--- src/rtl/trng_pkg.sv ---
// Shared FSM state encoding and default parameters for the latch TRNG sampler.
// Latency: n/a (types and constants only).
// Backpressure: n/a.
package trng_pkg;

  localparam int WORD_W_DEF    = 16;
  localparam int PRE_CYC_DEF   = 2;
  localparam int RCT_LIMIT_DEF = 32;

  typedef enum logic [2:0] {
    IDLE,
    PRECHARGE,
    SETTLE,
    SAMPLE,
    HOLD,
    FAIL
  } state_e;

endpackage

--- src/rtl/trng_vn_debias.sv ---
// Von Neumann corrector: pairs raw samples, 01 -> 0, 10 -> 1, 00/11 dropped.
// Latency: out_valid is combinational on the strobe that completes a pair.
// Backpressure: none; the caller strobes only when it can take a bit.
module trng_vn_debias (
  input  logic clk,
  input  logic sample_i,
  input  logic raw_i,
  input  logic clear_i,
  output logic out_valid_o,
  output logic out_bit_o
);

  logic half_vld_q;
  logic half_bit_q;

  // The pair completes on the second strobe; the first sample of the pair is the emitted bit.
  assign out_valid_o = sample_i && half_vld_q && (half_bit_q != raw_i);
  assign out_bit_o   = half_bit_q;

  // Hold the first half of a pair; clear drops any pending half without affecting the current output.
  always_ff @(posedge clk) begin
    if (clear_i) begin
      half_vld_q <= 1'b0;
      half_bit_q <= 1'b0;
    end else if (sample_i) begin
      half_vld_q <= !half_vld_q;
      half_bit_q <= raw_i;
    end
  end

endmodule

--- src/rtl/trng_sample_ctrl.sv ---
// Latch-cell TRNG sequencer: precharge/settle/sample timing, debias, word packing, repetition health test.
// Latency: one raw sample every PRE_CYC+cfg_settle+2 cycles; word_valid rises the cycle after the last bit.
// Backpressure: a completed word parks the FSM in HOLD (cell held, no sampling) until word_ready.
module trng_sample_ctrl
  import trng_pkg::*;
#(
  parameter int WORD_W    = WORD_W_DEF,
  parameter int PRE_CYC   = PRE_CYC_DEF,
  parameter int RCT_LIMIT = RCT_LIMIT_DEF
) (
  input  logic              clk,
  input  logic              reset,
  input  logic              enable,
  input  logic [3:0]        cfg_settle,
  output logic              latch_rst,
  input  logic              latch_bit,
  output logic              word_valid,
  input  logic              word_ready,
  output logic [WORD_W-1:0] word,
  output logic              health_fail
);

  localparam int PH_W  = (PRE_CYC > 16) ? $clog2(PRE_CYC) : 4;
  localparam int CNT_W = $clog2(WORD_W + 1);
  localparam int RCT_W = $clog2(RCT_LIMIT + 1);

  state_e              state_q, state_d;
  logic [PH_W-1:0]     phase_q, phase_d;
  logic [3:0]          settle_q, settle_d;
  logic [CNT_W-1:0]    bit_cnt_q, bit_cnt_d;
  logic [WORD_W-1:0]   word_q, word_d;
  logic                word_valid_q, word_valid_d;
  logic                health_fail_q, health_fail_d;
  logic                latch_rst_q, latch_rst_d;
  logic [RCT_W-1:0]    rct_q, rct_d;
  logic                prev_vld_q, prev_vld_d;
  logic                prev_bit_q, prev_bit_d;

  logic sample_stb;
  logic vn_clear;
  logic vn_valid;
  logic vn_bit;
  logic rct_trip;
  logic word_done;

  assign sample_stb = (state_q == SAMPLE);
  // An enable drop while sequencing abandons the half-finished pair.
  assign vn_clear   = reset || (!enable && (state_q == PRECHARGE || state_q == SETTLE || state_q == SAMPLE));

  trng_vn_debias u_debias (
    .clk         (clk),
    .sample_i    (sample_stb),
    .raw_i       (latch_bit),
    .clear_i     (vn_clear),
    .out_valid_o (vn_valid),
    .out_bit_o   (vn_bit)
  );

  // Next-state: health test, bit packer and sequencing FSM; failure outranks word completion.
  always_comb begin
    state_d       = state_q;
    phase_d       = phase_q;
    settle_d      = settle_q;
    bit_cnt_d     = bit_cnt_q;
    word_d        = word_q;
    word_valid_d  = word_valid_q;
    health_fail_d = health_fail_q;
    rct_d         = rct_q;
    prev_vld_d    = prev_vld_q;
    prev_bit_d    = prev_bit_q;
    rct_trip      = 1'b0;
    word_done     = 1'b0;

    if (sample_stb) begin
      prev_vld_d = 1'b1;
      prev_bit_d = latch_bit;
      if (prev_vld_q && (latch_bit == prev_bit_q)) begin
        if (rct_q != RCT_W'(RCT_LIMIT)) rct_d = rct_q + 1'b1;
      end else begin
        rct_d = RCT_W'(1);
      end
      rct_trip = (rct_d == RCT_W'(RCT_LIMIT));
    end

    if (vn_valid) begin
      word_d    = {word_q[WORD_W-2:0], vn_bit};
      bit_cnt_d = bit_cnt_q + 1'b1;
      word_done = (bit_cnt_q == CNT_W'(WORD_W - 1));
    end

    case (state_q)
      IDLE: begin
        if (enable) begin
          state_d = PRECHARGE;
          phase_d = '0;
        end
      end
      PRECHARGE: begin
        if (!enable) begin
          state_d = IDLE;
        end else if (phase_q == PH_W'(PRE_CYC - 1)) begin
          state_d  = SETTLE;
          phase_d  = '0;
          settle_d = cfg_settle;
        end else begin
          phase_d = phase_q + 1'b1;
        end
      end
      SETTLE: begin
        if (!enable) begin
          state_d = IDLE;
        end else if (phase_q == PH_W'(settle_q)) begin
          state_d = SAMPLE;
        end else begin
          phase_d = phase_q + 1'b1;
        end
      end
      SAMPLE: begin
        if (rct_trip) begin
          state_d       = FAIL;
          health_fail_d = 1'b1;
          word_valid_d  = 1'b0;
        end else if (word_done) begin
          state_d      = HOLD;
          word_valid_d = 1'b1;
        end else if (!enable) begin
          state_d = IDLE;
        end else begin
          state_d = PRECHARGE;
          phase_d = '0;
        end
      end
      HOLD: begin
        if (word_valid_q && word_ready) begin
          word_valid_d = 1'b0;
          bit_cnt_d    = '0;
          phase_d      = '0;
          state_d      = enable ? PRECHARGE : IDLE;
        end
      end
      FAIL: begin
        word_valid_d = 1'b0;
      end
      default: begin
        state_d = IDLE;
      end
    endcase

    // The cell is only released while settling and sampling.
    latch_rst_d = !((state_d == SETTLE) || (state_d == SAMPLE));
  end

  // State and registered outputs; reset outranks every handshake and the failure lock.
  always_ff @(posedge clk) begin
    if (reset) begin
      state_q       <= IDLE;
      phase_q       <= '0;
      settle_q      <= '0;
      bit_cnt_q     <= '0;
      word_q        <= '0;
      word_valid_q  <= 1'b0;
      health_fail_q <= 1'b0;
      latch_rst_q   <= 1'b1;
      rct_q         <= '0;
      prev_vld_q    <= 1'b0;
      prev_bit_q    <= 1'b0;
    end else begin
      state_q       <= state_d;
      phase_q       <= phase_d;
      settle_q      <= settle_d;
      bit_cnt_q     <= bit_cnt_d;
      word_q        <= word_d;
      word_valid_q  <= word_valid_d;
      health_fail_q <= health_fail_d;
      latch_rst_q   <= latch_rst_d;
      rct_q         <= rct_d;
      prev_vld_q    <= prev_vld_d;
      prev_bit_q    <= prev_bit_d;
    end
  end

  assign latch_rst   = latch_rst_q;
  assign word_valid  = word_valid_q;
  assign word        = word_q;
  assign health_fail = health_fail_q;

endmodule
--- config.mk ---
export PLATFORM = sky130hd
export DESIGN_NAME = trng_sample_ctrl
export DESIGN_NICKNAME = d
export VERILOG_FILES = /design/src/rtl/trng_pkg.sv /design/src/rtl/trng_vn_debias.sv /design/src/rtl/trng_sample_ctrl.sv
export SDC_FILE = /design/constraint.sdc
export NUM_CORES = 1
export LEC_CHECK = 0
export BUFFER_PORTS_ARGS = -buffer_cell sky130_fd_sc_hd__buf_2
export CORE_ASPECT_RATIO = 1.25
export CORE_MARGIN = 2
export CORE_UTILIZATION = 61
export CTS_CLUSTER_DIAMETER = 80
export DETAILED_ROUTE_END_ITERATION = 12
export GPL_TIMING_DRIVEN = 0
export PLACE_DENSITY_LB_ADDON = 0.3
export SLEW_MARGIN = 20
export SYNTH_ARGS = -nofsm -noshare
export SYNTH_HDL_FRONTEND = slang
export SYNTH_SLANG_ARGS = --single-unit
--- constraint.sdc ---
create_clock -name clk -period 4.9 [get_ports clk]
set_clock_uncertainty 0.2 [all_clocks]
set_input_delay 0.245 -clock clk [delete_from_list [all_inputs] [get_ports clk]]
set_output_delay 0.245 -clock clk [all_outputs]
set_load 0.01 [all_outputs]
==> key figures <==
GRT
  • Global route total overflow: 0
  • Global-route wire length before repair: 7890 microns
  • Initial antenna violation count: 0
  • Overall Global Routing Usage: 0.248
  • Vias in the first global route: 1,760
  • Largest net degree at the start of global routing: 16

Setup path
  • Worst Reg-to-Reg Cells: 8
  • Crit-path most repeated cell: ha_1
  • Crit. End Element: register
  • CP required: 4930 ps
  • Kind of critical path: reg -> reg
  • Buf+Inv Stages, Crit Path: 0
  • Critical path depth: 8
  • Largest delay share family, worst path: simple AND/OR/NAND/NOR gates
  • Max incr delay on CP: 490 ps
  • CP Cell Sequence: ha_1 > and3_1 > ha_1 > nor3b_1 > a211oi_1 > o31ai_2 > or4_1 > a21oi_1
  • Worst-path maximum fanout: 8
  • R2R setup slack: 2460 ps
  • CP Data Arrival Time: 2470 ps
  • CP max-delay cell: or4_1
  • Startpoint Class: register

Cells and area
  • Commonest non-fill, non-tap cell in the layout: nand2_1
  • N_diodes: 0
  • Area Overhead vs Synth: 16.8%
  • Most frequent cells in the layout: 49 x nand2_1, 45 x dfxtp_1, 33 x a21oi_1, 31 x buf_2, 19 x nor2_1
  • Nets: 318
  • Layout Utilization: 0.730
  • # fillers: 284
  • Share of cells above drive strength 1: 0.164
  • Final Non-Filler Cells: 343

Route
  • Mean routed wirelength per cell: 13.4 microns
  • Routed vias/inst: 5.59
  • Detailed Route WL: 4600 microns
  • 1st-iter DRT viols: 63
  • DR DRC count: 0
  • Via Count: 1,919
  • Initial DRT Pass Iterations: 4
  • Antenna viol nets, final: 0

Pwr
  • Total Power: 0.733 mW
  • Sequential share of power: 0.502
  • Comb power frac: 0.041
  • Pleak: 1.01 nW
  • Worst VDD drop: 0.270 mV
  • Sw frac: 0.204
  • Clk pwr share: 0.457
  • P_sw: 0.150 mW
  • PwrDens: 291 nW/um^2
  • Pint: 0.584 mW

Placed design
  • Placed insts: 331
  • Gp weighted congestion: 0.862
  • IO Port Bufs: 27
  • Detailed Place HPWL: 3220 microns

Yosys
  • Syn avg cell area: 8.14 sq um
  • Cell Area, Synth: 2160 sq um
  • Synth Area in Simple Gates: 0.254
  • Seq cells post-synth: 45
  • Synth top area cells: dfxtp_1 42%, nand2_1 8.5%, a21oi_1 7.7%
  • Mapped Cells: 265
  • Adder-cell share of the synthesized area: 0.0348
  • Synth Area in Compound Gates: 0.174
  • Share of the synthesized area in the top cell type: 0.417
  • Number of synthesized flops with an enable pin: 0
  • Async set or reset register ratio after synthesis: 0
  • Ys Warns: 0
  • Count of cell types in the netlist: 46
  • Area leader, netlist: dfxtp_1
  • Xor-xnor portion of the synthesized cell area: 0.0487
  • Main combinational cell family by area after synthesis: simple AND/OR/NAND/NOR gates
  • Synth Flop Type: dfxtp_1
  • Post-synth net total: 280
  • Part of the Yosys area used for sequential elements: 0.417
  • Post-synthesis mux area share: 0.0186

Clocking
  • CTS clk-pin slew, worst paths: 80 ps
  • Clock sink count: 45
  • Clock Latency Late Sink: 300 ps
  • Post-CTS Resized: 0
  • Clock Tree Root: clkbuf_8
  • TritonCTS clock tree: yes
  • H-tree depth: 2
  • CTS Buffer Depth: 2
  • TritonCTS Buffers: 5

Outcome
  • Status: finished, final reports clean

STA
  • Period minus WS final: 2440 ps
  • Final hold viol count: 0
  • Setup Viol. Count Final: 0
  • Worst Max-Slew Pin Slew: 527 ps
  • TNS Setup: 0 ps
  • Slew Limit Fails: 0
  • RSZ-0062 raised after global routing: no
  • Max-slew headroom at the worst pin: 0.648
  • Peak Freq: 410 MHz
  • Tcrit/Tclk final: 0.498

Floorplanning
  • Initial core utilization: 0.625
  • Rows: 24
  • Die extent in x: 57.2 microns
  • Die area: 4030 sq um
  • IO Pins: 28
  • Core area: 3450 sq um
  • Die Y: 70.5 microns

Flow run
  • Max cap viols: 0

Min path
  • Hold Path Class: in -> reg
  • Worst hold stages: 3
## synth_stat cells (4+ instances only)
| cell | n |
|---|---|
| buf_2 | 4 |
| dfxtp_1 | 45 |
| nand2_1 | 49 |
| inv_1 | 8 |
| clkbuf_1 | 9 |
| mux2i_1 | 4 |
| nor2b_1 | 4 |
| nor3_1 | 6 |
| nor2_1 | 19 |
| a21oi_1 | 33 |
| ha_1 | 6 |
| xor2_1 | 6 |
| xnor2_1 | 6 |
| a211oi_1 | 6 |
| o21ai_0 | 12 |
## per-layer routing
layer  GRT usage  wire length, microns  up-vias  part of all wire
met2       0.443                  2440       38              0.53
met5           0                     0        -                 0
met1       0.284                  1910      885              0.41
met4       0.119                   121        0             0.026
li1            -                     -      987                 -
met3      0.0389                   134        9             0.029
## power groups by stage
stage | sequential [mW] | combinational, mW | clock, mW
finish | 0.368 | 0.0304 | 0.335
global route | 0.368 | 0.0343 | 0.353
CTS | 0.368 | 0.0301 | 0.340
detailed placement | 0.376 | 0.0274 | 0
global placement | 0.376 | 0.0271 | 0
floorplan | 0.376 | 0.0180 | 0
## worst register-to-register path, delay by kind of cell (launching register included)
family	cells	cell delay, ps
DFF	1	350
adders and majority gates	2	400
and+or+nand+nor	3	850
AOI/OAI and AO/OA	3	570
## area by class of cell
class                   count  area, sq um  share of cell area
well taps                  39         48.8              0.0194
clock buffers               5         68.8              0.0273
clock inverters             3         68.8              0.0273
repair buffers             31          175              0.0695
flip-flops and latches     45          901               0.357
plain buffers              16         83.8              0.0333
inverters                   8         30.0              0.0119
multi-input cells         196         1140               0.454
## sequential cells by signal, summed over array words and instances (netlist names)
name,count
u_debias.half_vld_q,1
state_q,3
settle_q,4
prev_vld_q,1
bit_cnt_q,5
word,16
health_fail,1
latch_rst,1
phase_q,4
prev_bit_q,1
word_valid,1
u_debias.out_bit_o,1
rct_q,6
## final timing paths
| path | end | startpoint |
|---|---|---|
| hold reg to reg | health_fail | health_fail |
| setup reg to reg | phase_q[3] | bit_cnt_q[0] |
| setup / recovery | phase_q[3] | bit_cnt_q[0] |
| hold / removal | prev_bit_q | latch_bit |
## stage by stage
step           setup WS [ps]  area, sq um  hold WS, ps
2_1_floorplan           2680         2160          189
3_3_place_gp            2500         2340          233
3_5_place_dp            2480         2340          243
4_1_cts                 2450         2520         51.0
5_1_grt                 2400         2520         63.0
6_report                2460         2520         54.7
## what timing repair did
action / in CTS / in global routing
buffers inserted: 0 / 0
hold endpoints to repair: 4 / 0
setup endpoints to repair: 0 / 0
hold buffers: 4 / 0
## cells by family (layout without fill, tap and decap cells)
group / Yosys count / count (layout)
mux: 4 / 4
xor+xnor: 12 / 12
simple gates: 110 / 110
flops: 45 / 45
buf+inv: 24 / 63
fa+ha+maj: 6 / 6
compound gates: 64 / 64
No activity file was read; power rests on OpenSTA's default activity.
